## config.mk

```make
export PLATFORM = sky130hd
export DESIGN_NAME = input_router_vc_lock_flat
export DESIGN_NICKNAME = d
export VERILOG_FILES = /design/src/rtl/input_router_vc_lock_if.sv /design/src/rtl/input_router_vc_lock.sv /design/src/flat_wrapper.sv
export SDC_FILE = /design/constraint.sdc
export NUM_CORES = 1
export LEC_CHECK = 0
export ABC_AREA = 0
export ABC_CLOCK_PERIOD_IN_PS = 2540
export CAP_MARGIN = 25
export CORE_ASPECT_RATIO = 1.1
export CORE_MARGIN = 2
export CORE_UTILIZATION = 51
export DETAILED_ROUTE_END_ITERATION = 6
export PLACE_DENSITY = 0.78
export SLEW_MARGIN = 25
export SYNTH_ARGS = -nofsm -noshare
export SYNTH_HDL_FRONTEND = slang
export SYNTH_SLANG_ARGS = --single-unit
```

## constraint.sdc

```tcl
create_clock -name clk -period 2.54 [get_ports clk]
set_input_delay 0.381 -clock clk [delete_from_list [all_inputs] [get_ports clk]]
set_output_delay 0.381 -clock clk [all_outputs]
set_load 0.1 [all_outputs]
```

## src/rtl/input_router_vc_lock_if.sv

```systemverilog
// ---------------------------------------------------------------------------
// input_router_vc_lock_if
// Flit bus between an input buffer (master) and the input router (slave).
//
// Handshake: a flit transfers on a cycle where flit_valid_i && flit_ready_i.
// The buffer holds the flit fields stable while flit_valid_i is high and
// flit_ready_i is low. router_port_o is a combinational request that is
// valid in the same cycle as the flit it belongs to.
//
// Signals (names seen from the router):
//   flit_valid_i  flit present at buffer head
//   flit_ready_i  switch accepted the flit this cycle
//   flit_type_i   0 HEAD, 1 BODY, 2 TAIL, 3 HEAD_TAIL
//   vc_id_i       VC of the current flit
//   x_dest_i      destination column (head flits)
//   y_dest_i      destination row (head flits)
//   router_port_o one-hot {local,east,west,south,north}, bit0 = north
//   vc_busy_o     per-VC lock state, 1 = ACTIVE
//   route_err_o   one-cycle error pulse
//   err_vc_o      VC of the most recent error
//   pkt_cnt_o     completed packet count (only with INPUT_ROUTER_PKT_CNT_EN)
// ---------------------------------------------------------------------------
interface input_router_vc_lock_if #(
    parameter int N_COLS = 2,
    parameter int N_ROWS = 2,
    parameter int N_VC   = 3
);
    localparam int VCW = (N_VC   > 1) ? $clog2(N_VC)   : 1;
    localparam int XW  = (N_COLS > 1) ? $clog2(N_COLS) : 1;
    localparam int YW  = (N_ROWS > 1) ? $clog2(N_ROWS) : 1;

    logic            flit_valid_i;
    logic            flit_ready_i;
    logic [1:0]      flit_type_i;
    logic [VCW-1:0]  vc_id_i;
    logic [XW-1:0]   x_dest_i;
    logic [YW-1:0]   y_dest_i;
    logic [4:0]      router_port_o;
    logic [N_VC-1:0] vc_busy_o;
    logic            route_err_o;
    logic [VCW-1:0]  err_vc_o;
`ifdef INPUT_ROUTER_PKT_CNT_EN
    logic [15:0]     pkt_cnt_o;
`endif

    modport master (
        output flit_valid_i, flit_ready_i, flit_type_i, vc_id_i, x_dest_i, y_dest_i,
        input  router_port_o, vc_busy_o, route_err_o, err_vc_o
`ifdef INPUT_ROUTER_PKT_CNT_EN
        , input pkt_cnt_o
`endif
    );

    modport slave (
        input  flit_valid_i, flit_ready_i, flit_type_i, vc_id_i, x_dest_i, y_dest_i,
        output router_port_o, vc_busy_o, route_err_o, err_vc_o
`ifdef INPUT_ROUTER_PKT_CNT_EN
        , output pkt_cnt_o
`endif
    );
endinterface

```

## src/rtl/input_router_vc_lock.sv

```systemverilog
// ---------------------------------------------------------------------------
// input_router_vc_lock
// Per-input-port router stage of a 2D mesh. Head flits get an output port by
// dimension-order routing (XY or YX); each VC keeps an IDLE/ACTIVE lock that
// pins the head's route until the tail. Protocol and destination errors are
// flagged with a one-cycle pulse plus the offending VC.
//
// Ports:
//   clk   clock
//   arst  synchronous active-high reset
//   bus   input_router_vc_lock_if.slave (flit handshake, route request,
//         VC lock state, error reporting)
//
// Optional feature: define INPUT_ROUTER_PKT_CNT_EN to add a saturating
// 16-bit count (bus.pkt_cnt_o) of packets completed without error.
// ---------------------------------------------------------------------------
module input_router_vc_lock #(
    parameter int ROUTER_X_ID  = 0,
    parameter int ROUTER_Y_ID  = 0,
    parameter int N_COLS       = 2,
    parameter int N_ROWS       = 2,
    parameter int N_VC         = 3,
    parameter int ROUTING_MODE = 0
) (
    input logic                  clk,
    input logic                  arst,
    input_router_vc_lock_if.slave bus
);
    localparam int VCW = (N_VC   > 1) ? $clog2(N_VC)   : 1;
    localparam int XW  = (N_COLS > 1) ? $clog2(N_COLS) : 1;
    localparam int YW  = (N_ROWS > 1) ? $clog2(N_ROWS) : 1;

    // One extra bit so N_COLS / N_ROWS / N_VC stay representable when they
    // are exact powers of two.
    localparam logic [XW:0]   COLS_L = N_COLS[XW:0];
    localparam logic [YW:0]   ROWS_L = N_ROWS[YW:0];
    localparam logic [VCW:0]  NVC_L  = N_VC[VCW:0];
    localparam logic [XW-1:0] X_ID_L = ROUTER_X_ID[XW-1:0];
    localparam logic [YW-1:0] Y_ID_L = ROUTER_Y_ID[YW-1:0];

    localparam logic [4:0] P_NORTH = 5'b00001;
    localparam logic [4:0] P_SOUTH = 5'b00010;
    localparam logic [4:0] P_WEST  = 5'b00100;
    localparam logic [4:0] P_EAST  = 5'b01000;
    localparam logic [4:0] P_LOCAL = 5'b10000;

    typedef enum logic [1:0] {
        FT_HEAD      = 2'd0,
        FT_BODY      = 2'd1,
        FT_TAIL      = 2'd2,
        FT_HEAD_TAIL = 2'd3
    } flit_type_t;

    typedef enum logic {
        VC_IDLE   = 1'b0,
        VC_ACTIVE = 1'b1
    } vc_state_t;

    vc_state_t      r_vc_state [N_VC];
    logic [4:0]     r_route    [N_VC];
    logic           r_route_err;
    logic [VCW-1:0] r_err_vc;

    function automatic logic [4:0] calc_route(input logic [XW-1:0] x, input logic [YW-1:0] y);
        logic x_eq;
        logic y_eq;
        logic [4:0] x_dir;
        logic [4:0] y_dir;
        x_eq  = (x == X_ID_L);
        y_eq  = (y == Y_ID_L);
        x_dir = (x < X_ID_L) ? P_WEST  : P_EAST;
        y_dir = (y < Y_ID_L) ? P_SOUTH : P_NORTH;
        if (x_eq && y_eq)
            return P_LOCAL;
        else if (ROUTING_MODE == 0)
            return x_eq ? y_dir : x_dir;
        else
            return y_eq ? x_dir : y_dir;
    endfunction

    flit_type_t     w_type;
    logic           w_vc_ok;
    logic [VCW-1:0] w_vc;
    logic           w_is_head;
    logic           w_dest_ok;
    logic           w_active;
    logic [4:0]     w_route;
    logic [4:0]     w_port;
    logic           w_err;
    logic           w_fire;
    logic           w_apply;
    logic           w_pkt_done;

    assign w_type    = flit_type_t'(bus.flit_type_i);
    // A vc_id beyond N_VC (non power-of-two N_VC) is ignored: no request,
    // no state change, no error. Indexing is clamped to VC0 in that case.
    assign w_vc_ok   = ({1'b0, bus.vc_id_i} < NVC_L);
    assign w_vc      = w_vc_ok ? bus.vc_id_i : '0;
    assign w_is_head = (w_type == FT_HEAD) || (w_type == FT_HEAD_TAIL);
    assign w_dest_ok = ({1'b0, bus.x_dest_i} < COLS_L) && ({1'b0, bus.y_dest_i} < ROWS_L);
    assign w_active  = (r_vc_state[w_vc] == VC_ACTIVE);
    assign w_route   = calc_route(bus.x_dest_i, bus.y_dest_i);

    always_comb begin
        w_port = 5'b00000;
        if (bus.flit_valid_i && w_vc_ok) begin
            if (w_is_head && w_dest_ok)
                w_port = w_route;
            else if (!w_is_head && w_active)
                w_port = r_route[w_vc];
        end
    end

    // Errors are raised on presentation, independent of ready, so a stalled
    // bad flit pulses every cycle it is held.
    assign w_err = bus.flit_valid_i && w_vc_ok &&
                   (w_is_head ? (!w_dest_ok || w_active) : !w_active);

    assign w_fire = bus.flit_valid_i && bus.flit_ready_i && w_vc_ok;
    // Handshakes that actually move the lock: legal heads (including a
    // preempting head) and body/tail on an active VC.
    assign w_apply = w_fire && (w_is_head ? w_dest_ok : w_active);
    assign w_pkt_done = w_fire && !w_err &&
                        ((w_type == FT_TAIL) || (w_type == FT_HEAD_TAIL));

`ifdef INPUT_ROUTER_PKT_CNT_EN
    logic [15:0] r_pkt_cnt;
    always_ff @(posedge clk) begin
        if (arst)
            r_pkt_cnt <= 16'h0000;
        else if (w_pkt_done && (r_pkt_cnt != 16'hFFFF))
            r_pkt_cnt <= r_pkt_cnt + 16'd1;
    end
    assign bus.pkt_cnt_o = r_pkt_cnt;
`else
    logic w_pkt_done_unused;
    assign w_pkt_done_unused = w_pkt_done;
`endif

    always_ff @(posedge clk) begin
        if (arst) begin
            for (int i = 0; i < N_VC; i++) begin
                r_vc_state[i] <= VC_IDLE;
                r_route[i]    <= 5'b00000;
            end
            r_route_err <= 1'b0;
            r_err_vc    <= '0;
        end else begin
            r_route_err <= w_err;
            if (w_err)
                r_err_vc <= w_vc;
            if (w_apply) begin
                case (w_type)
                    FT_HEAD: begin
                        r_vc_state[w_vc] <= VC_ACTIVE;
                        r_route[w_vc]    <= w_route;
                    end
                    FT_HEAD_TAIL: r_vc_state[w_vc] <= VC_IDLE;
                    FT_BODY:      r_vc_state[w_vc] <= VC_ACTIVE;
                    FT_TAIL:      r_vc_state[w_vc] <= VC_IDLE;
                    default:      r_vc_state[w_vc] <= r_vc_state[w_vc];
                endcase
            end
        end
    end

    always_comb begin
        bus.vc_busy_o = '0;
        for (int i = 0; i < N_VC; i++)
            bus.vc_busy_o[i] = (r_vc_state[i] == VC_ACTIVE);
    end

    assign bus.router_port_o = w_port;
    assign bus.route_err_o   = r_route_err;
    assign bus.err_vc_o      = r_err_vc;
endmodule

```

## src/flat_wrapper.sv

```systemverilog
// flat-port wrapper written by rule: the top's interface ports become plain ports
module input_router_vc_lock_flat 
#(
    parameter int ROUTER_X_ID  = 0,
    parameter int ROUTER_Y_ID  = 0,
    parameter int N_COLS       = 2,
    parameter int N_ROWS       = 2,
    parameter int N_VC         = 3,
    parameter int ROUTING_MODE = 0
)
  (clk, arst, bus_flit_valid_i, bus_flit_ready_i, bus_flit_type_i, bus_vc_id_i, bus_x_dest_i, bus_y_dest_i, bus_router_port_o, bus_vc_busy_o, bus_route_err_o, bus_err_vc_o);
  input_router_vc_lock_if #(.N_COLS(N_COLS), .N_ROWS(N_ROWS), .N_VC(N_VC)) bus_i ();
  input logic clk;
  input logic arst;
  input wire logic [$bits(bus_i.flit_valid_i)-1:0] bus_flit_valid_i;
  input wire logic [$bits(bus_i.flit_ready_i)-1:0] bus_flit_ready_i;
  input wire logic [$bits(bus_i.flit_type_i)-1:0] bus_flit_type_i;
  input wire logic [$bits(bus_i.vc_id_i)-1:0] bus_vc_id_i;
  input wire logic [$bits(bus_i.x_dest_i)-1:0] bus_x_dest_i;
  input wire logic [$bits(bus_i.y_dest_i)-1:0] bus_y_dest_i;
  output wire logic [$bits(bus_i.router_port_o)-1:0] bus_router_port_o;
  output wire logic [$bits(bus_i.vc_busy_o)-1:0] bus_vc_busy_o;
  output wire logic [$bits(bus_i.route_err_o)-1:0] bus_route_err_o;
  output wire logic [$bits(bus_i.err_vc_o)-1:0] bus_err_vc_o;
  assign bus_i.flit_valid_i = bus_flit_valid_i;
  assign bus_i.flit_ready_i = bus_flit_ready_i;
  assign bus_i.flit_type_i = bus_flit_type_i;
  assign bus_i.vc_id_i = bus_vc_id_i;
  assign bus_i.x_dest_i = bus_x_dest_i;
  assign bus_i.y_dest_i = bus_y_dest_i;
  assign bus_router_port_o = bus_i.router_port_o;
  assign bus_vc_busy_o = bus_i.vc_busy_o;
  assign bus_route_err_o = bus_i.route_err_o;
  assign bus_err_vc_o = bus_i.err_vc_o;
  input_router_vc_lock #(.ROUTER_X_ID(ROUTER_X_ID), .ROUTER_Y_ID(ROUTER_Y_ID), .N_COLS(N_COLS), .N_ROWS(N_ROWS), .N_VC(N_VC), .ROUTING_MODE(ROUTING_MODE)) u_core (.clk(clk), .arst(arst), .bus(bus_i));
endmodule
```

* Word level (Yosys, flattened, before mapping)
Memory sizes are Yosys's and may differ from the RTL's.
Index checks and enable logic that the tools add are counted.
Widths: inputs -> output; s select.
** Storage, ports and cells
- Register bits after elaboration :: 3
- Latch bits :: 0
- Memory bits (writable) :: 18
- Bits in read-only memories :: 0
- Bits of input ports :: 10
- Output and inout bits :: 11
- Logic and storage cells :: 65
- Memories kept :: 2
** Memories
- u_core.r_route :: depth 3, bits a word 5, rd ports 1, clocked after Yosys merged registers in 0, wr ports 3, line input_router_vc_lock.sv:60 : logic [4:0] r_route [N_VC];
- u_core.r_vc_state :: depth 3, bits a word 1, rd ports 4, clocked after Yosys merged registers in 0, wr ports 3, line input_router_vc_lock.sv:59 : vc_state_t r_vc_state [N_VC];
** Cells by class
- Add/subtract/negate cells :: 0
- $mul :: 0
- Div/mod/pow operators :: 0
- Order comparisons :: 3
- Equal/unequal tests :: 3
- Shift operators :: 0
- Muxes and demuxes :: 37
- Bitwise logic cells :: 5
- Reduce and logical (&&, ||, !) cells :: 13
** Operators with widths (count)
- $mux 5 :: 6
- $mux 1 :: 26
- $mux 2 :: 4
- $logic_and 1x1->1 :: 7
- $reduce_or 5->1 :: 1
- $eq 2x2->1 const B :: 2
- $mux 4 :: 1
- $or 1x1->1 :: 3
- $eq 2x1->1 const B :: 1
- $logic_not 1->1 :: 2
- $logic_not 2->1 :: 1
- $lt 1x1->1 const B :: 2
- $lt 2x2->1 const B :: 1
- $not 1->1 :: 2
- $logic_or 1x1->1 :: 1
- $reduce_or 1->1 :: 1

* Longest topological paths before layout
Gate-level depths: netlist of run 1.
An unclocked memory read counts as a cell.
- Word-level depth :: 13
- Depth in mapped cells :: 9
- Depth with buffers taken out :: 8

* Worst setup path before layout of run 1
Ideal clock, no wire load.
- Kind :: input to output
- Start point :: in bus_vc_id_i[1]
- End point :: out bus_router_port_o[3]
- Arrival time :: 2805 ps
- Required time :: 2159 ps
- Slack :: -646 ps
- Stages on the path :: 7
- Buffers on the path :: 1
- Cell sequence :: inv_1 -> ha_1 -> buf_6 -> mux4_2 -> ha_1 -> nand3_1 -> a21oi_1
** Between the ends
- Word-level cells in the longest chain between the ends :: 7
- Elaborated cells between the ends (all ways) :: 9
- Classes of those cells :: 1 x order compare; 4 x mux; 2 x reduce/logical; 2 x memory
** RTL lines
- from (decl) :: line flat_wrapper.sv:18 : input wire logic [$bits(bus_i.vc_id_i)-1:0] bus_vc_id_i;
- $lt 2x2->1 * :: line input_router_vc_lock.sv:97 : assign w_vc_ok = ({1'b0, bus.vc_id_i} < NVC_L);
- $mux 2 * :: line input_router_vc_lock.sv:98 : assign w_vc = w_vc_ok ? bus.vc_id_i : '0;
- named net u_core.w_vc[0] :: line input_router_vc_lock.sv:83 : logic [VCW-1:0] w_vc;
- $mem_v2 3x1
- $logic_and 1x1->1 :: line input_router_vc_lock.sv:109 : else if (!w_is_head && w_active)
- $mux 5 * :: line input_router_vc_lock.sv:109
- $mux 5 * :: line input_router_vc_lock.sv:107 : if (w_is_head && w_dest_ok)
- $mux 5 * :: line input_router_vc_lock.sv:106 : if (bus.flit_valid_i && w_vc_ok) begin
- to (decl) :: line flat_wrapper.sv:21 : output wire logic [$bits(bus_i.router_port_o)-1:0] bus_router_port_o;
The timed path passes the listed nets; every way through them passes the cells marked *.

* Final worst setup path of run 1
- Start point :: in bus_vc_id_i[1]
- End point :: out bus_router_port_o[4]
The elaborated chain is that of the path after synthesis.

==> results by group, run 1 <==
Status
  – Status: complete, no violations

Power and ir drop
  – PD cells: 469.0 nW/µm²
  – Tot Pwr: ~700 µW
  – Pleak: 0.6152 nW
  – Max IR drop VDD: 0.0003603 V

Clock tree
  – Root buffer cell: clkbuf_4
  – Total clock sinks: 19
  – TritonCTS buffer count: 3
  – CTS tree: yes
  – Latest clock arrival within the worst-skew pair: 290 ps
  – Clock Tree Buf Depth: 2
  – CTS HTree Levels: 1
  – Clock-pin slew on the worst setup and hold paths: 100 ps

Yosys
  – Synth cell types: 30
  – Yosys top cell area share: 0.4138
  – Count of flip-flops with a built-in enable after synthesis: 16
  – Synth warnings: 0
  – Seq/Total Area, Yosys: 0.4655
  – Dominant synthesized flop cell: edfxtp_1
  – Post-Syn Area: 1161 µm²
  – Ys async rst share: 0
  – Yosys top cell by area: edfxtp_1
  – Gate count of the mapped netlist: ~100
  – Synth Register Bits: 19
  – Syn Area/Cell: between 10 and 15 µm²
  – Synth top area cells: edfxtp_1 41%, ha_1 11%, mux4_2 7.8%, dfxtp_1 5.2%, buf_4 3.2%

Hold path
  – Hold Path Class: flip-flop to flip-flop

Worst setup path
  – Critical-path cell list: dlygate4sd2_1, inv_2, ha_2, mux4_2, ha_4, a31oi_2, nor2_2, buf_12
  – CP endpoint kind: output pin
  – Req. time, crit path: 2160 ps
  – Worst Path Buf+Inv: 3
  – Crit-path max FO: 3
  – Critical path's largest stage delay: 540 ps
  – Crit path kind: input pin to output pin
  – Critical Path AT: 2050 ps
  – Startpoint Class: input pin
  – CP top delay family: multiplexers
  – Slowest-stage cell, CP: mux4_2

STA
  – Clock Skew: ~1.3 ps
  – Final setup viols: 0
  – Min Hold Slack: 484.5 ps
  – Max Slew Vio Count: 0
  – F_max: 410.5 MHz
  – Fin. Hold Viols: 0
  – Slew headroom: 0.6401
  – RSZ-0062 raised after global routing: no
  – Slew @ Worst Pin: 534.9 ps
  – Fin crit share: 0.9590
  – Tmin final: 2436 ps

Detailed routing
  – Vias per std cell: 5.308
  – Via count: 828
  – TritonRoute pass-1 iters: 5
  – Iteration-0 DRC Markers: 19
  – Routed WL: 2373 µm
  – WL/cell: 15.21 µm
  – Final ANT Viol Nets: 0
  – # DRC: 0

GRT
  – Total gr overflow: 0
  – Initial antenna violation count: 0
  – Vias in the first global route: between 800 and 900
  – GRT Util Overall: 0.1982
  – Largest net degree at the start of global routing: 12
  – First-pass GRT wire length: 3850 µm

Finish
  – # diodes: 0
  – Layout fillers: 186
  – Most common cell after layout, fill and taps aside: edfxtp_1
  – Fraction of layout cells with a size suffix above 1: 0.3175
  – P&R area growth vs syn: 28.56%
  – Total Nets Final: 147
  – Commonest non-fill, non-tap cells in the layout: 16 x edfxtp_1, 15 x buf_4, 8 x nor2_1, 7 x ha_1, 7 x clkdlybuf4s50_1

Floorplanning
  – # rows: 18
  – Die H: 54.05 µm
  – Die footprint: 2675 µm²
  – Die W: 49.50 µm
  – Core area: 2207 µm²
  – I/O pin cnt: 21
  – Starting Density: 0.5261

Place
  – Post-DP HPWL: roughly 1900 µm
  – PortBufs: 18
  – Gpl congestion: roughly 0.89

Flow run
  – Max-cap viol count: 0
[metrics by stage]
step / setup slack, ps / cells / util / cell area (µm²) / TNS [ps]
floorplan: -38.90 / 104 / - / 1182 / -38.90
global placement: -144.6 / 151 / 0.6423 / 1418 / -1955
detailed placement: -238.1 / 151 / 0.6423 / 1418 / -3857
CTS: 50.43 / 156 / 0.6667 / 1471 / 0
global route: 33.25 / 156 / 0.6763 / 1493 / 0
finish: 104.1 / 156 / 0.6763 / 1493 / 0
[worst min-delay path, stage by stage (launching register included)]
cell and delay [ps]:
dfxtp_1 320, o21ai_0 60, a21oi_1 60
[sequential cells by signal (all words and copies together), names as in the netlist]
signal                  count
u_core.r_route             12
u_core.r_vc_state           4
u_core.bus.err_vc_o         2
u_core.bus.route_err_o      1
[logic make-up after synthesis]
logic type | count (synthesis) | synth area share
AO/OA/AOI/OAI | 11 | 0.05712
adder cells (fa/ha/maj) | 10 | 0.1078
buffers and inverters | 18 | 0.08190
AND/OR/NAND/NOR | 40 | 0.2069
other | 1 | 0.003230
multiplexers | 4 | 0.07759
flip-flops | 19 | 0.4655
[what timing repair did]
| action | in CTS | in global routing |
|---|---|---|
| hold endpoints to repair | 0 | 0 |
| gates cloned | 0 | 0 |
| endpoints found under the setup margin | 3 | 2 |
| resized for setup | 7 | 3 |
| setup buffers | 1 | 0 |
| pin swaps | 2 | 1 |
| hold buffers | 0 | 0 |
[final cells by class]
class / instances / area, µm² / share of cell area
multi-input cells: 67 / 585.6 / 0.3923
flip-flops and latches: 19 / 540.5 / 0.3621
repair buffers: 28 / 271.5 / 0.1819
well taps: 30 / 37.54 / 0.02515
inverters: 8 / 30.03 / 0.02012
clock buffers: 3 / 22.52 / 0.01509
clock inverters: 1 / 5.005 / 0.003353
[worst paths after layout]
| check | startpoint | to | slack, ps | depth (start not counted) |
|---|---|---|---|---|
| setup / recovery | bus_vc_id_i[1] | bus_router_port_o[4] | 100 | 8 |
| setup reg to reg | u_core.r_vc_state[2] | u_core.r_route[2][3] | 430 | 7 |
| hold / removal | u_core.bus.err_vc_o[0] | u_core.bus.err_vc_o[0] | 480 | 2 |
| hold reg to reg | u_core.bus.err_vc_o[0] | u_core.bus.err_vc_o[0] | 480 | 2 |
[layer usage]
metal,GRT usage,routed length [µm]
met5,0,0
met4,0.05556,23
met3,0.03056,91
met2,0.3626,1241
met1,0.2473,1017
[Yosys cell counts, types with 2 or more instances]
library cell	instances
o21ai_0	2
a21o_1	3
a21oi_1	4
inv_1	7
nor2_1	9
ha_1	10
nand2_1	2
mux4_2	4
buf_4	5
nor2b_1	2
nor3_1	5
dfxtp_1	3
and3_1	4
clkbuf_1	3
nand2b_1	6
nand3_1	5
edfxtp_1	16
[power breakdown]
| part | internal [mW] | total, mW | switching, mW | leakage, nW |
|---|---|---|---|---|
| logic | 0.0732 | 0.200 | 0.127 | 0.411 |
| registers | 0.346 | 0.350 | 0.00415 | 0.187 |
| clock network | 0.0586 | 0.150 | 0.0913 | 0.0177 |
| total | 0.478 | 0.700 | 0.222 | 0.615 |
Note: power is estimated with default switching activity, not from simulation.
==> run 2, diff against run 1 <==
Settings changed: SKIP_LAST_GASP set to 1, SLEW_MARGIN 25 to unset.
==> results of run 2 <==
Same layout as run 1: the final DEF is identical, and so are final timing and power.
